## src/rtl/ahb_lite_fir_accel_n.sv

```systemverilog
// AHB-Lite FIR accelerator: NUM_TAPS coefficients and delay line, one shared MAC,
// saturating Q1.15 result with sticky overflow, result-valid and delay-line clear.
module ahb_lite_fir_accel_n #(
    parameter int NUM_TAPS = 8,
    parameter int ACC_W    = 36
) (
    input  logic        clk,
    input  logic        n_rst,
    input  logic        hsel,
    input  logic [5:0]  haddr,
    input  logic        hsize,
    input  logic [1:0]  htrans,
    input  logic        hwrite,
    input  logic [15:0] hwdata,
    output logic [15:0] hrdata,
    output logic        hresp
);
    // state | meaning
    // IDLE  | waiting for a SAMPLE write
    // MAC   | one tap per cycle: acc += x[tap] * coeff[tap]
    // DONE  | saturate acc >>> 15 into RESULT, set result_valid
    typedef enum logic [1:0] {IDLE, MAC, DONE} state_t;

    localparam int TAP_W = (NUM_TAPS > 1) ? $clog2(NUM_TAPS) : 1;
    localparam logic signed [ACC_W-1:0] SAT_MAX = ACC_W'(32767);
    localparam logic signed [ACC_W-1:0] SAT_MIN = ACC_W'(-32768);

    state_t state, state_nxt;

    logic        dp_valid, dp_write, dp_size;
    logic [4:0]  dp_idx;

    logic signed [15:0]      coeff [NUM_TAPS];
    logic signed [15:0]      x     [NUM_TAPS];
    logic signed [ACC_W-1:0] acc;
    logic [TAP_W-1:0]        tap;
    logic [15:0]             result, last_sample;
    logic                    result_valid, overflow;

    logic is_status, is_result, is_sample, is_control, is_coeff, mapped;
    logic busy, err, wr_ok, start, coeff_we, clr_line, clr_ovf, result_rd;
    logic signed [15:0]      x_sel, c_sel;
    logic signed [31:0]      prod;
    logic signed [ACC_W-1:0] shifted;
    logic [15:0]             sat_val, rd_val;
    logic                    sat;

    // Bus decode; the register index ignores haddr[0] so byte accesses see the halfword.
    always_comb begin
        is_status  = (dp_idx == 5'd0);
        is_result  = (dp_idx == 5'd1);
        is_sample  = (dp_idx == 5'd2);
        is_control = (dp_idx == 5'd3);
        is_coeff   = dp_idx[4] && ({1'b0, dp_idx[3:0]} < 5'(NUM_TAPS));
        mapped     = is_status || is_result || is_sample || is_control || is_coeff;
        busy       = (state != IDLE);
        err        = dp_valid && (!mapped ||
                     (dp_write && (is_status || is_result || !dp_size ||
                                   ((is_sample || is_coeff) && busy))));
        wr_ok      = dp_valid && dp_write && !err;
        start      = wr_ok && is_sample;
        coeff_we   = wr_ok && is_coeff;
        clr_line   = wr_ok && is_control && hwdata[0] && !busy;
        clr_ovf    = wr_ok && is_control && hwdata[1] && !busy;
        result_rd  = dp_valid && !dp_write && is_result;
    end

    always_comb begin
        rd_val = '0;
        if (is_status)
            rd_val = {13'd0, overflow, result_valid, busy};
        else if (is_result)
            rd_val = result;
        else if (is_sample)
            rd_val = last_sample;
        else if (is_coeff)
            for (int k = 0; k < NUM_TAPS; k++)
                if (dp_idx[3:0] == 4'(k)) rd_val = coeff[k];
        hrdata = (dp_valid && !dp_write) ? rd_val : '0;
        hresp  = err;
    end

    always_comb begin
        x_sel = '0;
        c_sel = '0;
        for (int k = 0; k < NUM_TAPS; k++)
            if (tap == TAP_W'(k)) begin
                x_sel = x[k];
                c_sel = coeff[k];
            end
        prod    = 32'(x_sel) * 32'(c_sel);
        shifted = acc >>> 15;
        sat     = 1'b0;
        sat_val = shifted[15:0];
        if (shifted > SAT_MAX) begin
            sat     = 1'b1;
            sat_val = 16'h7FFF;
        end else if (shifted < SAT_MIN) begin
            sat     = 1'b1;
            sat_val = 16'h8000;
        end
    end

    always_ff @(posedge clk or negedge n_rst) begin
        if (!n_rst) state <= IDLE;
        else        state <= state_nxt;
    end

    always_comb begin
        state_nxt = state;
        case (state)
            IDLE: if (start) state_nxt = MAC;
            MAC:  if (tap == TAP_W'(NUM_TAPS - 1)) state_nxt = DONE;
            DONE: state_nxt = IDLE;
            default: state_nxt = IDLE;
        endcase
    end

    always_ff @(posedge clk or negedge n_rst) begin
        if (!n_rst) begin
            dp_valid     <= 1'b0;
            dp_write     <= 1'b0;
            dp_size      <= 1'b0;
            dp_idx       <= '0;
            acc          <= '0;
            tap          <= '0;
            result       <= '0;
            last_sample  <= '0;
            result_valid <= 1'b0;
            overflow     <= 1'b0;
            for (int k = 0; k < NUM_TAPS; k++) begin
                coeff[k] <= '0;
                x[k]     <= '0;
            end
        end else begin
            dp_valid <= hsel && (htrans == 2'b10);
            if (hsel && (htrans == 2'b10)) begin
                dp_write <= hwrite;
                dp_size  <= hsize;
                dp_idx   <= haddr[5:1];
            end

            for (int k = 0; k < NUM_TAPS; k++)
                if (coeff_we && (dp_idx[3:0] == 4'(k))) coeff[k] <= hwdata;

            if (start) begin
                x[0] <= hwdata;
                for (int k = 1; k < NUM_TAPS; k++) x[k] <= x[k-1];
                last_sample <= hwdata;
                acc         <= '0;
                tap         <= '0;
            end else if (clr_line) begin
                for (int k = 0; k < NUM_TAPS; k++) x[k] <= '0;
            end

            if (state == MAC) begin
                acc <= acc + ACC_W'(prod);
                tap <= tap + 1'b1;
            end

            if (state == DONE) begin
                result <= sat_val;
                if (sat) overflow <= 1'b1;
            end else if (clr_ovf) begin
                overflow <= 1'b0;
            end

            // DONE's set wins over a coincident RESULT read
            if (state == DONE)              result_valid <= 1'b1;
            else if (result_rd || clr_line) result_valid <= 1'b0;
        end
    end
endmodule

```

## config.mk

```make
export PLATFORM = sky130hd
export DESIGN_NAME = ahb_lite_fir_accel_n
export DESIGN_NICKNAME = d
export VERILOG_FILES = /design/src/rtl/ahb_lite_fir_accel_n.sv
export SDC_FILE = /design/constraint.sdc
export NUM_CORES = 1
export LEC_CHECK = 0
export BUFFER_PORTS_ARGS = -buffer_cell sky130_fd_sc_hd__buf_2
export CAP_MARGIN = 20
export CORE_UTILIZATION = 55
export DETAILED_ROUTE_END_ITERATION = 8
export HOLD_SLACK_MARGIN = 0.1
export PLACE_DENSITY = 0.83
export SYNTH_ARGS = -nofsm -noshare
export SYNTH_HDL_FRONTEND = slang
export SYNTH_SLANG_ARGS = --single-unit
```

## constraint.sdc

```tcl
create_clock -name clk -period 7.8 [get_ports clk]
set_input_delay 2.34 -clock clk [delete_from_list [all_inputs] [get_ports clk]]
set_output_delay 2.34 -clock clk [all_outputs]
set_load 0.03 [all_outputs]
```

[After elaboration in Yosys (flattened, before gate mapping)]
Index checks and enable logic that the tools add are counted.
Cells by class
  $add $sub $neg: 2
  reductions and logical operators: 49
  order comparisons: 3
  mux-type cells: 47
  multiply operators: 1
  equality and inequality tests: 23
Operators by type and width (number)
  $mux W16: 31
  $mux W128: 2
  $mux W36: 2
  $add A36 B32 Y36: 1
  $mul A16 B16 Y32: 1
  $logic_and A1 B1 Y1: 24
  $gt A21 B16 Y1 const B: 1
  $lt A21 B16 Y1 const B: 1
  $eq A4 B3 Y1 const B: 4
  $eq A3 B3 Y1 const B: 4
  $eq A5 B2 Y1 const B: 2
  $reduce_bool A2 Y1: 5
  $logic_or A1 B1 Y1: 9
  $eq A4 B2 Y1 const B: 2
  $mux W1: 7
  $eq A3 B2 Y1 const B: 2
  $mux W3: 2
  $ne A2 B2 Y1 const B: 3
  $eq A5 B1 Y1 const B: 1
  $logic_not A1 Y1: 5
  $logic_not A5 Y1: 1
  $eq A2 B2 Y1 const B: 2
  $eq A4 B1 Y1 const B: 1
  $logic_not A4 Y1: 1
  9 further kinds: 11
Word-level totals
  register bits after elaboration: 339
  output and inout port bits: 17
  logic and storage cells: 152
  input bits: 29

[Depth between registers and ports, before layout]
Gate-level depths: netlist of run 1.
  depth after elaboration: 16
  mapped depth: 33
  depth with buffers taken out: 30

[Worst setup path after synthesis of run 1]
No wires, ideal clock.
  path kind: reg-to-reg
  from: register tap[0]
  to: register acc[30]
  arrival: 7426 ps
  path slack: 254 ps
  library setup time: 120 ps
  data required time: 7680 ps
  stages on the path, launching flop included: 34
  clock period less this slack: 7546 ps
  buffers on the path: 4
  cells stage by stage: dfrtp_1 > inv_1 > ha_1 > buf_2 > nor2b_1 > buf_2 > a221oi_1 > o311ai_0 > o21ai_0 > o21ai_1 > o221a_2 > buf_2 > nand2_1 > fa_1 > inv_1 > fa_1 > inv_1 > fa_1 > inv_1 > fa_1 > fa_1 > inv_1 > fa_1 > inv_1 > ha_1 > clkbuf_1 > a21o_1 > a21o_1 > a221o_1 > a21oi_2 > a21oi_1 > a41o_1 > or2_0 > a31o_2
Between the ends
  longest elaborated chain between the ends: 12
  elaborated cells between the ends (all ways): 27
  those cells by class: add/sub: 1; mul: 1; eq/ne: 7; mux: 17; reduce/logical: 1
RTL lines
  start, declared: line 36  | logic [TAP_W-1:0] tap;
  start signal, assigned: line 158  | tap <= tap + 1'b1;
  $logic_not A3 Y1: line 87  | if (tap == TAP_W'(k)) begin
  $mux W16 (8 in a row): line 87
  $mul A16 B16 Y32 (*): line 91  | prod = 32'(x_sel) * 32'(c_sel);
  $add A36 B32 Y36 (*): line 157  | acc <= acc + ACC_W'(prod);
  $mux W36 (*): line 156  | if (state == MAC) begin
  end signal, assigned: line 157
  end, declared: line 35  | logic signed [ACC_W-1:0] acc;
Mark *: on every way between the ends. The rest lies on a longest branch, timed or not.
A chain may end at the register's enable or synchronous reset.

[Worst setup path after layout of run 1]
  from: register tap[0]
  to: register acc[33]
Same word-level chain as after synthesis.

==> flow_metrics.env, run 1 <==
export IMPL_grt_pass1_wl_mm=130.3
export IMPL_place_gp_congestion=0.9617
export IMPL_r2r_setup_slack_ns=-0.35
export IMPL_timing_rr_start="tap[0]"
export IMPL_fin_util_pct=66.13
export IMPL_cp_required_ns=8.22
export IMPL_endpoint="acc[33]"
export IMPL_synth_main_ff_cell="dfrtp_1"
export IMPL_yosysUniqueCellTypes=80
export IMPL_clock_path_buffers=3
export IMPL_clkSinkCount=339
export IMPL_antenna_found_initial=2
export IMPL_powerDensity_nw_per_um2=186.3
export IMPL_gr_usage_met3_pct=7.244
export IMPL_ant_nets=0
export IMPL_fin_nets=3410
export IMPL_peakVddDrop_mv=0.1897
export IMPL_cp_num_cells=33
export IMPL_drive_gt1_share_pct=24.18
export IMPL_num_rows=81
export IMPL_grt_max_degree=169
export IMPL_cpLargestDelayFamily="adder cells"
export IMPL_grt_use_total_pct=32.70
export IMPL_post_route_min_period_ns=8.149
export IMPL_insertion_delay_ns=0.57
export IMPL_synth_seq_cells=339
export IMPL_fin_ws_ns=-0.3493
export IMPL_finalCritPeriodShare_pct=104.5
export IMPL_synth_edf_count=0
export IMPL_clk_pin_slew_ns=0.06
export IMPL_met1_usage_pct=40.47
export IMPL_worst_pin_slew_ns=1.085
export IMPL_endpoint_kind="register"
export IMPL_setup_viol=13
export IMPL_drt_wl_total_mm=82.64
export IMPL_async_flop_share_pct=100.0
export IMPL_num_vias=23243
export IMPL_synth_seq_area_share_pct=30.63
export IMPL_core_um2=49360
export IMPL_area_growth_synth_to_final_pct=17.85
export IMPL_synth_top_area_share_pct=30.63
export IMPL_grt_overflow=0
export IMPL_synth_compound_area_share_pct=15.11
export IMPL_status="finished, violations left"
export IMPL_die_h_um=226.4
export IMPL_power_mw=6.083
export IMPL_drv_cap=0
export IMPL_via_per_inst=6.375
export IMPL_io_pins=46
export IMPL_path_buf_inv=10
export IMPL_ys_top_cells_by_area="dfrtp_1, fa_1, inv_1, mux2_2, ha_1"
export IMPL_violations="setup timing"
export IMPL_grt_use_met2_pct=53.15
export IMPL_grt_pass1_vias=24551
export IMPL_yosys_area_top_type="dfrtp_1"
export IMPL_first_pass_iters=8
export IMPL_hold_class="reg2reg"
export IMPL_drt_wirelength_per_cell_um=22.67
export IMPL_synth_simple_area_share_pct=10.68
export IMPL_path_common_cell="fa_1"
export IMPL_worst_path_largest_cell_delay_ns=0.60
export IMPL_cts_root_buf="clkbuf_16"
export IMPL_rsz0062_at_grt="yes"
export IMPL_numCtsBuffers=38
export IMPL_startpoint="tap[0]"
export IMPL_totalNegativeSetupSlack_ns=-2.697
export IMPL_crit_path_max_fanout=5
export IMPL_dr_first_iter_drc_count=3059
export IMPL_synth_fp_nets=3201
export IMPL_synthMuxAreaShare_pct=6.365
export IMPL_syn_instance_count=2745
export IMPL_cts_tree="built"
export IMPL_die_x_um=226.4
export IMPL_finalHoldViolations=0
export IMPL_clock_fmax_ghz=0.1227
export IMPL_relSlewSlack_pct=27.56
export IMPL_syn_area_um2=27700
export IMPL_syn_avg_cell_area_um2=10.09
export IMPL_start_kind="register"
export IMPL_reg2reg_depth=33
export IMPL_power_leakage_nw=16.09
export IMPL_final_max_slew_viol_count=0
export IMPL_port_buffers=44
export IMPL_grt_busiest_layer="met2"
export IMPL_synth_top_family_by_area="adder cells"
export IMPL_critPathKind="reg2reg"
export IMPL_synthXorXnorAreaFrac_pct=1.044
export IMPL_yosysWarnings=0
export IMPL_dp_hpwl_mm=57.38
export IMPL_final_common_cell="inv_1"
export IMPL_n_antenna_cell=0
export IMPL_worstReg2RegEnd="acc[33]"
export IMPL_fin_skew_ns=0.01888
export IMPL_drc=0
export IMPL_critPathArrivalTime_ns=8.57
export IMPL_htreeDepth=2
export IMPL_hold_buffers=0
export IMPL_start_util_pct=56.12
export IMPL_synth_fa_ha_area_share_pct=27.80
export IMPL_dieArea_um2=51260
export IMPL_crit_slowest_cell="fa_2"
export IMPL_final_cell_mix="inv_1, dfrtp_1, fa_1"
==> cell usage after synthesis, types with 14 or more instances <==
master	instances
a21oi_1	77
a221oi_1	33
a222oi_1	27
a22o_1	127
buf_2	76
buf_4	23
clkbuf_1	58
dfrtp_1	339
fa_1	314
ha_1	113
inv_1	398
mux2_2	129
nand2_1	310
nand2b_1	26
nand3_1	48
nor2_1	217
nor2b_1	14
o211ai_1	17
o21ai_0	106
o221a_2	16
o311ai_0	23
xnor2_1	22
==> layer usage <==
metal	share of wire, %	vias up	wire, um
li1	-	9639	-
met1	36	11566	29410
met2	48	1539	39380
met3	9.9	495	8216
met4	6.8	4	5607
met5	0.028	-	23
==> worst register-to-register path: cells and delay by family (launching register included) <==
kind | cells | cell delay (ns)
compound gates | 7 | 1.38
buf+inv | 10 | 1.18
fa+ha+maj | 8 | 3.58
xor+xnor | 1 | 0.16
simple gates | 7 | 1.24
flops | 1 | 0.47
==> logic make-up after synthesis <==
kind of cell | count (synthesis)
fa+ha+maj | 427
compound gates | 555
mux | 150
buf+inv | 567
flops | 339
simple gates | 674
xor+xnor | 33
==> registers in the layout, indices dropped and copies added (netlist names) <==
signal and cells:
result_valid 1, overflow 1, last_sample 16, dp_idx 5, coeff 128, x 128, dp_size 1, acc 36
dp_valid 1, dp_write 1, result 16, state 2, tap 3
==> stage by stage <==
| stage | hold slack, ns | instances | area (um2) | worst slack, ns |
|---|---|---|---|---|
| 3_3_place_gp | 0.4612 | 3534 | 30080 | -0.3445 |
| 2_1_floorplan | 0.4430 | 2745 | 27700 | 0.2537 |
| 5_1_grt | 0.5071 | 3646 | 32640 | -0.5467 |
| 3_5_place_dp | 0.4667 | 3536 | 30100 | -0.5294 |
| 4_1_cts | 0.4882 | 3615 | 31780 | -0.05828 |
| 6_report | 0.4913 | 3646 | 32640 | -0.3493 |
==> where the power goes <==
part           switching [mW]  internal, mW
Combinational            1.35         0.999
Sequential             0.0504          1.80
Clock                   0.773          1.11
==> worst min path at each step <==
stage	from	end	slack [ns]	cells after the start
floorplan	overflow	overflow	0.44	2
global placement	last_sample[6]	last_sample[6]	0.46	2
detailed placement	last_sample[2]	last_sample[2]	0.47	2
CTS	last_sample[13]	last_sample[13]	0.49	2
global route	last_sample[6]	last_sample[6]	0.51	2
finish	last_sample[1]	last_sample[1]	0.49	2
==> timing repair <==
| item | in CTS | in global routing |
|---|---|---|
| pin swaps | 13 | 98 |
| buffers inserted | 9 | 26 |
| gates resized for setup | 73 | 159 |
| gates cloned | 2 | 0 |
| setup endpoints to repair | 19 | 19 |
==> layout make-up <==
class                           count  area (um2)
Sequential cell                   339        8486
Clock inverter                     15       221.5
Tap cell                          664       830.8
Clock buffer                       53        1077
Inverter                          399        1500
Timing Repair Buffer              337        2785
Multi-Input combinational cell   1839       17740
Fill cell                        3389       16710
Note: power is estimated with default switching activity, not from simulation.
==> run 2, diff against run 1 <==
--- a/config.mk
+++ b/config.mk
@@ -5,6 +5,7 @@
 export SDC_FILE = /design/constraint.sdc
 export NUM_CORES = 1
 export LEC_CHECK = 0
+export ABC_AREA = 1
 export BUFFER_PORTS_ARGS = -buffer_cell sky130_fd_sc_hd__buf_2
 export CAP_MARGIN = 20
 export CORE_UTILIZATION = 55
==> run 2 against run 1 <==
Net effect: design area shrank 4.9%; count of clock-buffer cells in the layout shrank 6; wire length is 3.5% lower; flip-flop and latch count is the same; critical path type unchanged; sequential share of layout area grew 1.3 points; the flow now finishes without violations; first-iteration DRC count is 4.8% higher; via count up 7.4%.
==> flow_metrics.env, run 2 <==
export IMPL_clkSinkCount=339
export IMPL_start_util_pct=56.08
export IMPL_core_um2=50380
export IMPL_cp_required_ns=8.27
export IMPL_fin_skew_ns=0.02580
export IMPL_fin_nets=4035
export IMPL_status="finished clean"
export IMPL_timing_rr_start="tap[0]"
export IMPL_synth_edf_count=0
export IMPL_dp_hpwl_mm=58.38
export IMPL_final_common_cell="nand2_1"
export IMPL_yosys_area_top_type="dfrtp_1"
export IMPL_grt_max_degree=125
export IMPL_drive_gt1_share_pct=8.509
export IMPL_finalCritPeriodShare_pct=96.57
export IMPL_hold_buffers=0
export IMPL_path_buf_inv=7
export IMPL_post_route_min_period_ns=7.532
export IMPL_grt_overflow=0
export IMPL_clock_path_buffers=3
export IMPL_ys_top_cells_by_area="dfrtp_1, fa_1, nand2_1, inv_1, ha_1"
export IMPL_clk_pin_slew_ns=0.06
export IMPL_worst_pin_slew_ns=1.104
export IMPL_met1_usage_pct=41.82
export IMPL_die_h_um=228.6
export IMPL_grt_pass1_wl_mm=129.1
export IMPL_grt_pass1_vias=24409
export IMPL_cts_tree="built"
export IMPL_final_max_slew_viol_count=0
export IMPL_dieArea_um2=52280
export IMPL_rsz0062_at_grt="yes"
export IMPL_syn_area_um2=28250
export IMPL_num_vias=24969
export IMPL_num_rows=82
export IMPL_ant_nets=0
export IMPL_reg2reg_depth=31
export IMPL_synth_top_area_share_pct=30.03
export IMPL_finalHoldViolations=0
export IMPL_hp_start="dp_size"
export IMPL_insertion_delay_ns=0.58
export IMPL_first_pass_iters=6
export IMPL_antenna_found_initial=3
export IMPL_clock_fmax_ghz=0.1328
export IMPL_synth_seq_area_share_pct=30.03
export IMPL_syn_instance_count=3546
export IMPL_final_cell_mix="nand2_1, inv_1, dfrtp_1"
export IMPL_place_gp_congestion=0.9996
export IMPL_path_common_cell="nand2_1"
export IMPL_die_x_um=228.6
export IMPL_worstReg2RegEnd="acc[34]"
export IMPL_drt_wirelength_per_cell_um=18.63
export IMPL_drt_wl_total_mm=79.76
export IMPL_place_area_um2=29450
export IMPL_io_pins=46
export IMPL_drc=0
export IMPL_critPathKind="reg2reg"
export IMPL_cts_root_buf="clkbuf_16"
export IMPL_dr_first_iter_drc_count=3207
export IMPL_numCtsBuffers=38
export IMPL_synth_main_ff_cell="dfrtp_1"
export IMPL_synth_fp_nets=4002
export IMPL_synth_most_common_cell="nand2_1"
export IMPL_grt_busiest_layer="met2"
export IMPL_reg_largest_list="coeff (128), x (128), acc (36)"
export IMPL_synth_seq_cells=339
export IMPL_r2r_setup_slack_ns=0.27
export IMPL_cpLargestDelayFamily="adder cells"
export IMPL_gr_usage_met3_pct=7.635
export IMPL_holdPathEnd="dp_size"
export IMPL_worst_path_largest_cell_delay_ns=0.64
export IMPL_syn_avg_cell_area_um2=7.967
export IMPL_async_flop_share_pct=100.0
export IMPL_grt_use_met2_pct=48.62
export IMPL_yosysUniqueCellTypes=46
export IMPL_drv_cap=0
export IMPL_whs_path_depth=2
export IMPL_port_buffers=44
export IMPL_relSlewSlack_pct=26.25
export IMPL_grt_use_total_pct=31.22
export IMPL_crit_slowest_cell="fa_2"
export IMPL_setup_viol=0
export IMPL_crit_path_max_fanout=35
export IMPL_htreeDepth=2
export IMPL_start_kind="register"
export IMPL_stdcell_area_um2=31050
export IMPL_endpoint_kind="register"
export IMPL_critPathArrivalTime_ns=8.00
export IMPL_yosysWarnings=0
export IMPL_hold_class="reg2reg"
export IMPL_synth_commonest_cells="nand2_1, inv_1, dfrtp_1"
export IMPL_area_growth_synth_to_final_pct=9.907
export IMPL_via_per_inst=5.833
run 2: changes by cell type after synthesis, moves of 30 or more:
cell      previous run  this run
a221oi_1            33         3
o21ai_0            106       247
o211ai_1            17        62
mux2_2             129         0
a22o_1             127         0
nand2_1            310       988
nand3_1             48       258
inv_1              398       550
run 2: worst max-delay path by stage:
stage | depth (start not counted) | start | slack, ns | end
2_1_floorplan | 33 | tap[2] | 0.84 | acc[35]
3_3_place_gp | 30 | tap[1] | 0.22 | acc[34]
3_5_place_dp | 30 | tap[1] | 0.07 | acc[33]
4_1_cts | 30 | tap[1] | 0.04 | acc[33]
5_1_grt | 36 | tap[0] | -0.05 | acc[35]
6_report | 31 | tap[0] | 0.27 | acc[34]
run 2: routing by layer:
layer  vias up  share of wire (%)
met4         6                4.7
li1      11189                  -
met5         -              0.058
met2      1327                 46
met3       270                 11
met1     12177                 38
run 2: per-stage QoR:
step	cells	setup WS, ns	hold WS (ns)	utilization [%]	TNS, ns
after global routing	4280	-0.05439	0.4879	61.63	-0.1957
after floorplan	3546	0.8404	0.4422	-	0
final	4281	0.2679	0.4770	61.64	0
after global placement	4197	0.2231	0.4558	58.47	0
after detailed placement	4197	0.06792	0.4595	58.47	0
after CTS	4266	0.04164	0.4748	61.03	0
run 2: layout make-up:
type	instances	area, um2
flip-flops and latches	339	8483
repair buffers	151	1155
diodes	1	2.502
inverters	568	2145
clock buffers	47	1025
clock inverters	22	265.3
fillers	4167	19320
multi-input cells	2481	17140
well taps	672	840.8
run 2: worst min-delay path: stages (launching register included):
cell,delay [ns]
dfrtp_1,0.35
nand2_1,0.05
nand2_1,0.05
run 2: what timing repair did:
action,CTS,global route
endpoints found under the setup margin,0,21
resized for setup,0,63
setup buffers,0,11
run 2: logic make-up (layout without fill, tap and decap cells):
family / after synthesis / in the layout / share of synthesized area (%)
AOI/OAI and AO/OA: 518 / 518 / 10.62
xor gates and xnor gates: 6 / 6 / 0.1860
adders and majority gates: 427 / 427 / 27.25
buffers and inverters: 727 / 788 / 9.982
DFF: 339 / 339 / 30.03
other: 0 / 1 / 0
and+or+nand+nor: 1529 / 1530 / 21.93
Power of run 2 is not shown: default switching activity piles up to over one toggle a cycle in this logic, so the estimate is an artifact.
